==> src/rtl/dmem_arbiter_if.sv <==
// Bus bundle for dmem_arbiter: CPU port, DMA port and memory side.
// cpu_err exists only when DMEM_MISALIGN_TRAP_EN is defined.
interface dmem_arbiter_if #(
   parameter int ADDR_W = 32,
   parameter int DATA_W = 32
);
   logic              cpu_req;
   logic              cpu_we;
   logic [1:0]        cpu_size;
   logic [ADDR_W-1:0] cpu_addr;
   logic [DATA_W-1:0] cpu_wdata;
   logic [DATA_W-1:0] cpu_rdata;
   logic              cpu_ack;
   logic              cpu_stall;
`ifdef DMEM_MISALIGN_TRAP_EN
   logic              cpu_err;
`endif
   logic              dma_req;
   logic              dma_we;
   logic [ADDR_W-1:0] dma_addr;
   logic [DATA_W-1:0] dma_wdata;
   logic [DATA_W-1:0] dma_rdata;
   logic              dma_ack;
   logic              mem_we;
   logic [ADDR_W-1:0] mem_addr;
   logic [DATA_W-1:0] mem_wd;
   logic [DATA_W-1:0] mem_rd;

   modport slave (
      input  cpu_req, cpu_we, cpu_size, cpu_addr, cpu_wdata,
      output cpu_rdata, cpu_ack, cpu_stall,
      input  dma_req, dma_we, dma_addr, dma_wdata,
      output dma_rdata, dma_ack,
      output mem_we, mem_addr, mem_wd,
      input  mem_rd
`ifdef DMEM_MISALIGN_TRAP_EN
      , output cpu_err
`endif
   );

   modport master (
      output cpu_req, cpu_we, cpu_size, cpu_addr, cpu_wdata,
      input  cpu_rdata, cpu_ack, cpu_stall,
      output dma_req, dma_we, dma_addr, dma_wdata,
      input  dma_rdata, dma_ack,
      input  mem_we, mem_addr, mem_wd,
      output mem_rd
`ifdef DMEM_MISALIGN_TRAP_EN
      , input cpu_err
`endif
   );
endinterface

==> src/rtl/dmem_arbiter.sv <==
// Round-robin CPU/DMA data memory arbiter with RMW for sub-word stores.
// Optional DMEM_MISALIGN_TRAP_EN: misaligned CPU accesses ack with cpu_err.
module dmem_arbiter #(
   parameter int ADDR_W = 32,
   parameter int DATA_W = 32
) (
   input logic          clk,
   input logic          rst,
   dmem_arbiter_if.slave bus
);
   typedef enum logic [2:0] {
      IDLE,
      CPU_ACC,
      CPU_RMW_RD,
      CPU_RMW_WR,
      DMA_ACC
   } state_t;

   state_t            state;
   logic              last_dma;
   logic              we_q;
   logic [1:0]        size_q;
   logic [1:0]        lane_q;
   logic [15:0]       wd_q;
   logic              mem_we_q;
   logic [ADDR_W-1:0] mem_addr_q;
   logic [DATA_W-1:0] mem_wd_q;
   logic              cpu_ack_q;
   logic              dma_ack_q;
   logic [DATA_W-1:0] cpu_rd_q;
   logic [DATA_W-1:0] dma_rd_q;
   logic [DATA_W-1:0] merged;
   logic              cpu_grant;
   logic              dma_grant;
   logic              narrow_st;
   logic              misalign;
   logic              unused_dma_lsb;

   assign unused_dma_lsb = &{1'b0, bus.dma_addr[1:0]};

   // On a tie the port that did not win last time gets the grant.
   assign cpu_grant = bus.cpu_req & (~bus.dma_req | last_dma);
   assign dma_grant = bus.dma_req & ~cpu_grant;
   assign narrow_st = bus.cpu_we & ~bus.cpu_size[1];

`ifdef DMEM_MISALIGN_TRAP_EN
   logic err_q;
   assign misalign = ((bus.cpu_size == 2'b01) & bus.cpu_addr[0]) |
                     (bus.cpu_size[1] & (|bus.cpu_addr[1:0]));
   assign bus.cpu_err = err_q;
`else
   assign misalign = 1'b0;
`endif

   always_comb begin
      merged = bus.mem_rd;
      unique case (1'b1)
         size_q == 2'b00: merged[{lane_q, 3'b000} +: 8] = wd_q[7:0];
         size_q == 2'b01: merged[{lane_q[1], 4'b0000} +: 16] = wd_q;
         default: ;
      endcase
   end

   always_ff @(posedge clk) begin
      if (rst) begin
         state      <= IDLE;
         last_dma   <= 1'b1;
         we_q       <= 1'b0;
         size_q     <= 2'b00;
         lane_q     <= 2'b00;
         wd_q       <= '0;
         mem_we_q   <= 1'b0;
         mem_addr_q <= '0;
         mem_wd_q   <= '0;
         cpu_ack_q  <= 1'b0;
         dma_ack_q  <= 1'b0;
         cpu_rd_q   <= '0;
         dma_rd_q   <= '0;
`ifdef DMEM_MISALIGN_TRAP_EN
         err_q      <= 1'b0;
`endif
      end else begin
         mem_we_q  <= 1'b0;
         cpu_ack_q <= 1'b0;
         dma_ack_q <= 1'b0;
`ifdef DMEM_MISALIGN_TRAP_EN
         err_q     <= 1'b0;
`endif
         unique case (state)
            IDLE: begin
               if (cpu_grant) begin
                  last_dma   <= 1'b0;
                  we_q       <= bus.cpu_we;
                  size_q     <= bus.cpu_size;
                  lane_q     <= bus.cpu_addr[1:0];
                  wd_q       <= bus.cpu_wdata[15:0];
                  mem_addr_q <= {bus.cpu_addr[ADDR_W-1:2], 2'b00};
                  if (misalign) begin
                     state     <= CPU_ACC;
                     cpu_ack_q <= 1'b1;
`ifdef DMEM_MISALIGN_TRAP_EN
                     err_q     <= 1'b1;
`endif
                  end else if (narrow_st) begin
                     state <= CPU_RMW_RD;
                  end else begin
                     state     <= CPU_ACC;
                     mem_we_q  <= bus.cpu_we;
                     mem_wd_q  <= bus.cpu_wdata;
                     cpu_ack_q <= 1'b1;
                  end
               end else if (dma_grant) begin
                  last_dma   <= 1'b1;
                  we_q       <= bus.dma_we;
                  state      <= DMA_ACC;
                  mem_addr_q <= {bus.dma_addr[ADDR_W-1:2], 2'b00};
                  mem_we_q   <= bus.dma_we;
                  mem_wd_q   <= bus.dma_wdata;
                  dma_ack_q  <= 1'b1;
               end
            end
            CPU_ACC: begin
               if (!we_q) cpu_rd_q <= bus.mem_rd;
               state <= IDLE;
            end
            DMA_ACC: begin
               if (!we_q) dma_rd_q <= bus.mem_rd;
               state <= IDLE;
            end
            // Read word is merged straight into the write-data register.
            CPU_RMW_RD: begin
               mem_we_q  <= 1'b1;
               mem_wd_q  <= merged;
               cpu_ack_q <= 1'b1;
               state     <= CPU_RMW_WR;
            end
            CPU_RMW_WR: state <= IDLE;
            default:    state <= IDLE;
         endcase
      end
   end

   assign bus.mem_we    = mem_we_q;
   assign bus.mem_addr  = mem_addr_q;
   assign bus.mem_wd    = mem_wd_q;
   assign bus.cpu_ack   = cpu_ack_q;
   assign bus.dma_ack   = dma_ack_q;
   assign bus.cpu_stall = bus.cpu_req & ~cpu_ack_q;
   assign bus.cpu_rdata = (state == CPU_ACC) ? bus.mem_rd : cpu_rd_q;
   assign bus.dma_rdata = (state == DMA_ACC) ? bus.mem_rd : dma_rd_q;
endmodule

==> src/flat_wrapper.sv <==
// flat-port wrapper written by rule: the top's interface ports become plain ports
module dmem_arbiter_flat 
#(
   parameter int ADDR_W = 32,
   parameter int DATA_W = 32
)
  (clk, rst, bus_cpu_req, bus_cpu_we, bus_cpu_size, bus_cpu_addr, bus_cpu_wdata, bus_cpu_rdata, bus_cpu_ack, bus_cpu_stall, bus_dma_req, bus_dma_we, bus_dma_addr, bus_dma_wdata, bus_dma_rdata, bus_dma_ack, bus_mem_we, bus_mem_addr, bus_mem_wd, bus_mem_rd);
  dmem_arbiter_if #(.ADDR_W(ADDR_W), .DATA_W(DATA_W)) bus_i ();
  input logic clk;
  input logic rst;
  input wire logic [$bits(bus_i.cpu_req)-1:0] bus_cpu_req;
  input wire logic [$bits(bus_i.cpu_we)-1:0] bus_cpu_we;
  input wire logic [$bits(bus_i.cpu_size)-1:0] bus_cpu_size;
  input wire logic [$bits(bus_i.cpu_addr)-1:0] bus_cpu_addr;
  input wire logic [$bits(bus_i.cpu_wdata)-1:0] bus_cpu_wdata;
  output wire logic [$bits(bus_i.cpu_rdata)-1:0] bus_cpu_rdata;
  output wire logic [$bits(bus_i.cpu_ack)-1:0] bus_cpu_ack;
  output wire logic [$bits(bus_i.cpu_stall)-1:0] bus_cpu_stall;
  input wire logic [$bits(bus_i.dma_req)-1:0] bus_dma_req;
  input wire logic [$bits(bus_i.dma_we)-1:0] bus_dma_we;
  input wire logic [$bits(bus_i.dma_addr)-1:0] bus_dma_addr;
  input wire logic [$bits(bus_i.dma_wdata)-1:0] bus_dma_wdata;
  output wire logic [$bits(bus_i.dma_rdata)-1:0] bus_dma_rdata;
  output wire logic [$bits(bus_i.dma_ack)-1:0] bus_dma_ack;
  output wire logic [$bits(bus_i.mem_we)-1:0] bus_mem_we;
  output wire logic [$bits(bus_i.mem_addr)-1:0] bus_mem_addr;
  output wire logic [$bits(bus_i.mem_wd)-1:0] bus_mem_wd;
  input wire logic [$bits(bus_i.mem_rd)-1:0] bus_mem_rd;
  assign bus_i.cpu_req = bus_cpu_req;
  assign bus_i.cpu_we = bus_cpu_we;
  assign bus_i.cpu_size = bus_cpu_size;
  assign bus_i.cpu_addr = bus_cpu_addr;
  assign bus_i.cpu_wdata = bus_cpu_wdata;
  assign bus_cpu_rdata = bus_i.cpu_rdata;
  assign bus_cpu_ack = bus_i.cpu_ack;
  assign bus_cpu_stall = bus_i.cpu_stall;
  assign bus_i.dma_req = bus_dma_req;
  assign bus_i.dma_we = bus_dma_we;
  assign bus_i.dma_addr = bus_dma_addr;
  assign bus_i.dma_wdata = bus_dma_wdata;
  assign bus_dma_rdata = bus_i.dma_rdata;
  assign bus_dma_ack = bus_i.dma_ack;
  assign bus_mem_we = bus_i.mem_we;
  assign bus_mem_addr = bus_i.mem_addr;
  assign bus_mem_wd = bus_i.mem_wd;
  assign bus_i.mem_rd = bus_mem_rd;
  dmem_arbiter #(.ADDR_W(ADDR_W), .DATA_W(DATA_W)) u_core (.clk(clk), .rst(rst), .bus(bus_i));
endmodule
==> config.mk <==
export PLATFORM = sky130hd
export DESIGN_NAME = dmem_arbiter_flat
export DESIGN_NICKNAME = d
export VERILOG_FILES = /design/src/rtl/dmem_arbiter_if.sv /design/src/rtl/dmem_arbiter.sv /design/src/flat_wrapper.sv
export SDC_FILE = /design/constraint.sdc
export NUM_CORES = 1
export LEC_CHECK = 0
export ABC_AREA = 1
export BUFFER_PORTS_ARGS = -buffer_cell sky130_fd_sc_hd__buf_2
export CAP_MARGIN = 20
export CORE_UTILIZATION = 45
export CTS_CLUSTER_SIZE = 28
export DETAILED_ROUTE_END_ITERATION = 8
export MAX_ROUTING_LAYER = met4
export PLACE_DENSITY = 0.73
export SYNTH_ARGS = -nofsm -noshare
export SYNTH_HDL_FRONTEND = slang
export SYNTH_SLANG_ARGS = --single-unit
==> constraint.sdc <==
create_clock -name clk -period 2.74 [get_ports clk]
set_input_delay 0.137 -clock clk [delete_from_list [all_inputs] [get_ports clk]]
set_output_delay 0.137 -clock clk [all_outputs]
set_load 0.05 [all_outputs]
==> impl_results.md <==
* Seq cells post-synth at 154
* Worst slew pin tran at ~0.78 ns
* Synth area leader: dfxtp_1
* Crit Path Class: reg -> reg
* Psw at 0.00296 W
* GR Overflow Total at 0
* Footprint of the multi-input gates at around 4400 sq um
* Die extent in x at 138 um
* Setup violators final at 0
* Initial detailed-routing violation count at 720
* Switching share of power at a little under two fifths
* Ant diodes at 0
* Combinational power share at 33.1%
* Post-synth cell types at 30
* Fmax achieved at 424 MHz
* Area grow syn2layout at 33.6%
* Post-synthesis simple-gate area fraction at 29.4%
* Clock share of power at 33.1%
* Clock Skews at 0.00988 ns
* Total CTS buffers at 17
* Max clock buf depth at 2
* Outcome: finished with violations
* Post-route minimum period at ~2.4 ns
* Finished Core Util at 61.8%
* Via Count at between 9000 and 10000
* Area occupied by registers at 3080 sq um
* Worst EP arrival at 2.73 ns
* Clk sinks at 154
* Unrepaired setup endpoints after global routing: no
* Drt drc at 26
* Final Hold Viols at 0
* Fin Hold WS at roughly 0.019 ns
* Post-CTS setup buffer count at 0
* Ys Warns at 0
* Flop pwr share at 33.9%
* IO Pins at 300
* TritonCTS clock tree: built
* Routed WL at slightly below 30000 um
* Peak supply drop at 0.441 mV
* Placement Cell Area at 9910 sq um
* Startpoint types: register
* Cts repair resizes at 0
* Filler cells at ~1700
* Fin Setup TNS at 0 ns
* Synth top area share at 36.8%
* Die area at 19100 sq um
* Hold-fix buffers, CTS at 61
* CORE AREA at 18100 sq um
* Clk_lat worst skew at 0.43 ns
* Per-cell routed wire length at 15.6 um
* First-pass GRT wire length at about 47000 um
* Power per cell area at approximately 690 nW/um^2
* Gr usage total at a little under a third
* Post-Synth XOR/XNOR Area at 0%
* Worst endpoint required time at 3.12 ns
* Pleak at 5.33 nW
* CP cell instances: nor2_1 > nand2_2 > a21oi_4 > buf_4 > o21ai_0 > a31oi_1 > dlygate4sd3_1
* Relative slew slack at 47.9%
* Clk slew on worst S/H paths at roughly 0.06 ns
* Non-filler cells, final at 1897
* Slowest stage delay, CP at 0.58 ns
* Adder-cell area share of the yosys netlist at 0.748%
* Cell count after synthesis at about 1400
* Die height at 138 um
* I/O Buffers at ~300
* Mean cell area of the mapped netlist at 6.20 sq um
* Synth Area in Compound Gates at 22.3%
* Share of layout cells above drive strength 1 at between 20% and 30%
* Vias in the first global route at 9019
* Antenna Nets Post-Route at 0
* Max-slew violation count at 0
* Multiplexer share of the synthesized area at 0%
* Initial antenna violation count at 0
* CP endpoint kind: register
* FP Rows at 49
* Slowest-stage cell, CP: dlygate4sd3_1
* Netlist Area Pre-Place at 8370 sq um
* Pint at 0.00478 W
* Failing checks: design-rule violations
* Highest fanout seen on the critical path at 64
* Avg Vias per Cell at 5.20
* Drt pass-1 iters at 7
* Min-Delay Path Class: in -> reg
* Ranking of synthesized cells by area: dfxtp_1 (37%), nand2_1 (17%), o21ai_0 (12%)
* DP Wirelength at 21100 um
* Fin area at 11200 sq um
* H-tree depth at 4
* Crit share post-route at 86.0%
* Placed Cells at 1804
* Pin count of the biggest net entering global routing at 65
* # nets final at roughly 1800
* Initial Util at a little under half
* Root Driver: clkbuf_16
* GPL Wtd Cong at about 1
* Largest family of logic cells by synthesized area: simple AND/OR/NAND/NOR gates
* MaxCap Viol Count at 0
* Share of the yosys chip area belonging to registers at between 30% and 40%
-- state kept, by name (all words and copies together), names as in the netlist --
register,cells
u_core.bus.cpu_ack,1
u_core.bus.dma_ack,1
u_core.bus.mem_addr,30
u_core.bus.mem_wd,32
u_core.bus.mem_we,1
u_core.cpu_rd_q,32
u_core.dma_rd_q,32
u_core.lane_q,2
u_core.last_dma,1
u_core.size_q,2
u_core.state,3
u_core.wd_q,16
u_core.we_q,1
-- per-layer routing --
layer | vias up | part of all wire (%) | global-route usage, %
li1 | 4971 | - | -
met1 | 4458 | 41 | 36.6
met2 | 383 | 50 | 53.8
met3 | 57 | 5.7 | 5.16
met4 | 0 | 3.8 | 14.0
met5 | - | 0 | -
-- final timing paths --
| check | start | to | slack, ns | cells after the start |
|---|---|---|---|---|
| hold / removal | bus_cpu_we | u_core.we_q$_SDFFE_PP0P_ | 0.02 | 3 |
| hold reg to reg | u_core.dma_rd_q[24]$_SDFFE_PP0P_ | u_core.dma_rd_q[24]$_SDFFE_PP0P_ | 0.44 | 2 |
| setup reg to reg | u_core.state[1]$_SDFFE_PP0P_ | u_core.bus.mem_addr[2]$_SDFFE_PP0P_ | 0.38 | 7 |
| setup / recovery | u_core.state[1]$_SDFFE_PP0P_ | u_core.bus.mem_addr[2]$_SDFFE_PP0P_ | 0.38 | 7 |
-- final cells by class --
class / count / area share [%]
Clock inverter: 9 / 1.44
Clock buffer: 22 / 4.24
Inverter: 132 / 4.43
Tap cell: 229 / 2.56
Sequential cell: 154 / 27.6
Timing Repair Buffer: 378 / 20.4
Multi-Input combinational cell: 973 / 39.4
-- cell families after synthesis --
kind of cell,Yosys count
adders and majority gates,5
and+or+nand+nor,609
buffers and inverters,224
other,1
DFF,154
AOI/OAI and AO/OA,357
-- stage by stage --
step	total power, W	setup slack [ns]
2_1_floorplan	0.00442	0.599
3_3_place_gp	0.00506	0.557
3_5_place_dp	0.00508	0.544
4_1_cts	0.00774	0.420
5_1_grt	0.00810	0.191
6_report	0.00775	0.383
-- Yosys cell counts --
cell and n:
nor2_2 1, o21ai_0 193, buf_2 13, o21ai_1 2, a31oi_1 31, dfxtp_1 154, a21oi_4 2, nand3b_1 2
inv_2 5, clkinv_1 1, buf_6 2, inv_1 126, a21oi_1 120, clkbuf_1 67, nand2_2 2, ha_1 5
buf_4 7, nand2_1 388, nor4_1 2, a21oi_2 1, conb_1 1, nor2_4 2, buf_1 3, nor2_1 116
o22ai_1 7, nand4_1 9, nand3_1 85, nand3_2 1, o21bai_1 1, nor3_1 1
-- cells in the final DEF, fill, tap and decap left out, types with 3 or more instances in the layout --
cell	instances
a21oi_1	120
a31oi_1	31
buf_2	295
buf_4	20
bufinv_16	4
clkbuf_16	17
clkbuf_8	3
dfxtp_1	154
dlygate4sd3_1	61
ha_1	5
inv_1	125
inv_2	6
nand2_1	387
nand2_2	3
nand3_1	84
nand4_1	9
nor2_1	116
o21ai_0	193
o22ai_1	7
-- worst max-delay path, delay by kind of cell (launching register included) --
| kind | cells | cell delay, ns |
|---|---|---|
| compound gates | 3 | 0.51 |
| buf+inv | 2 | 1.05 |
| flops | 1 | 0.34 |
| simple gates | 2 | 0.39 |
-- power groups by stage --
stage          sequential (W)  combinational [W]  clock [W]
6_report              0.00262            0.00256    0.00256
5_1_grt               0.00265            0.00277    0.00269
4_1_cts               0.00262            0.00253    0.00259
3_5_place_dp          0.00266            0.00242          0
3_3_place_gp          0.00266            0.00239          0
2_1_floorplan         0.00307            0.00135          0
Power figures use the tool's default switching activity.
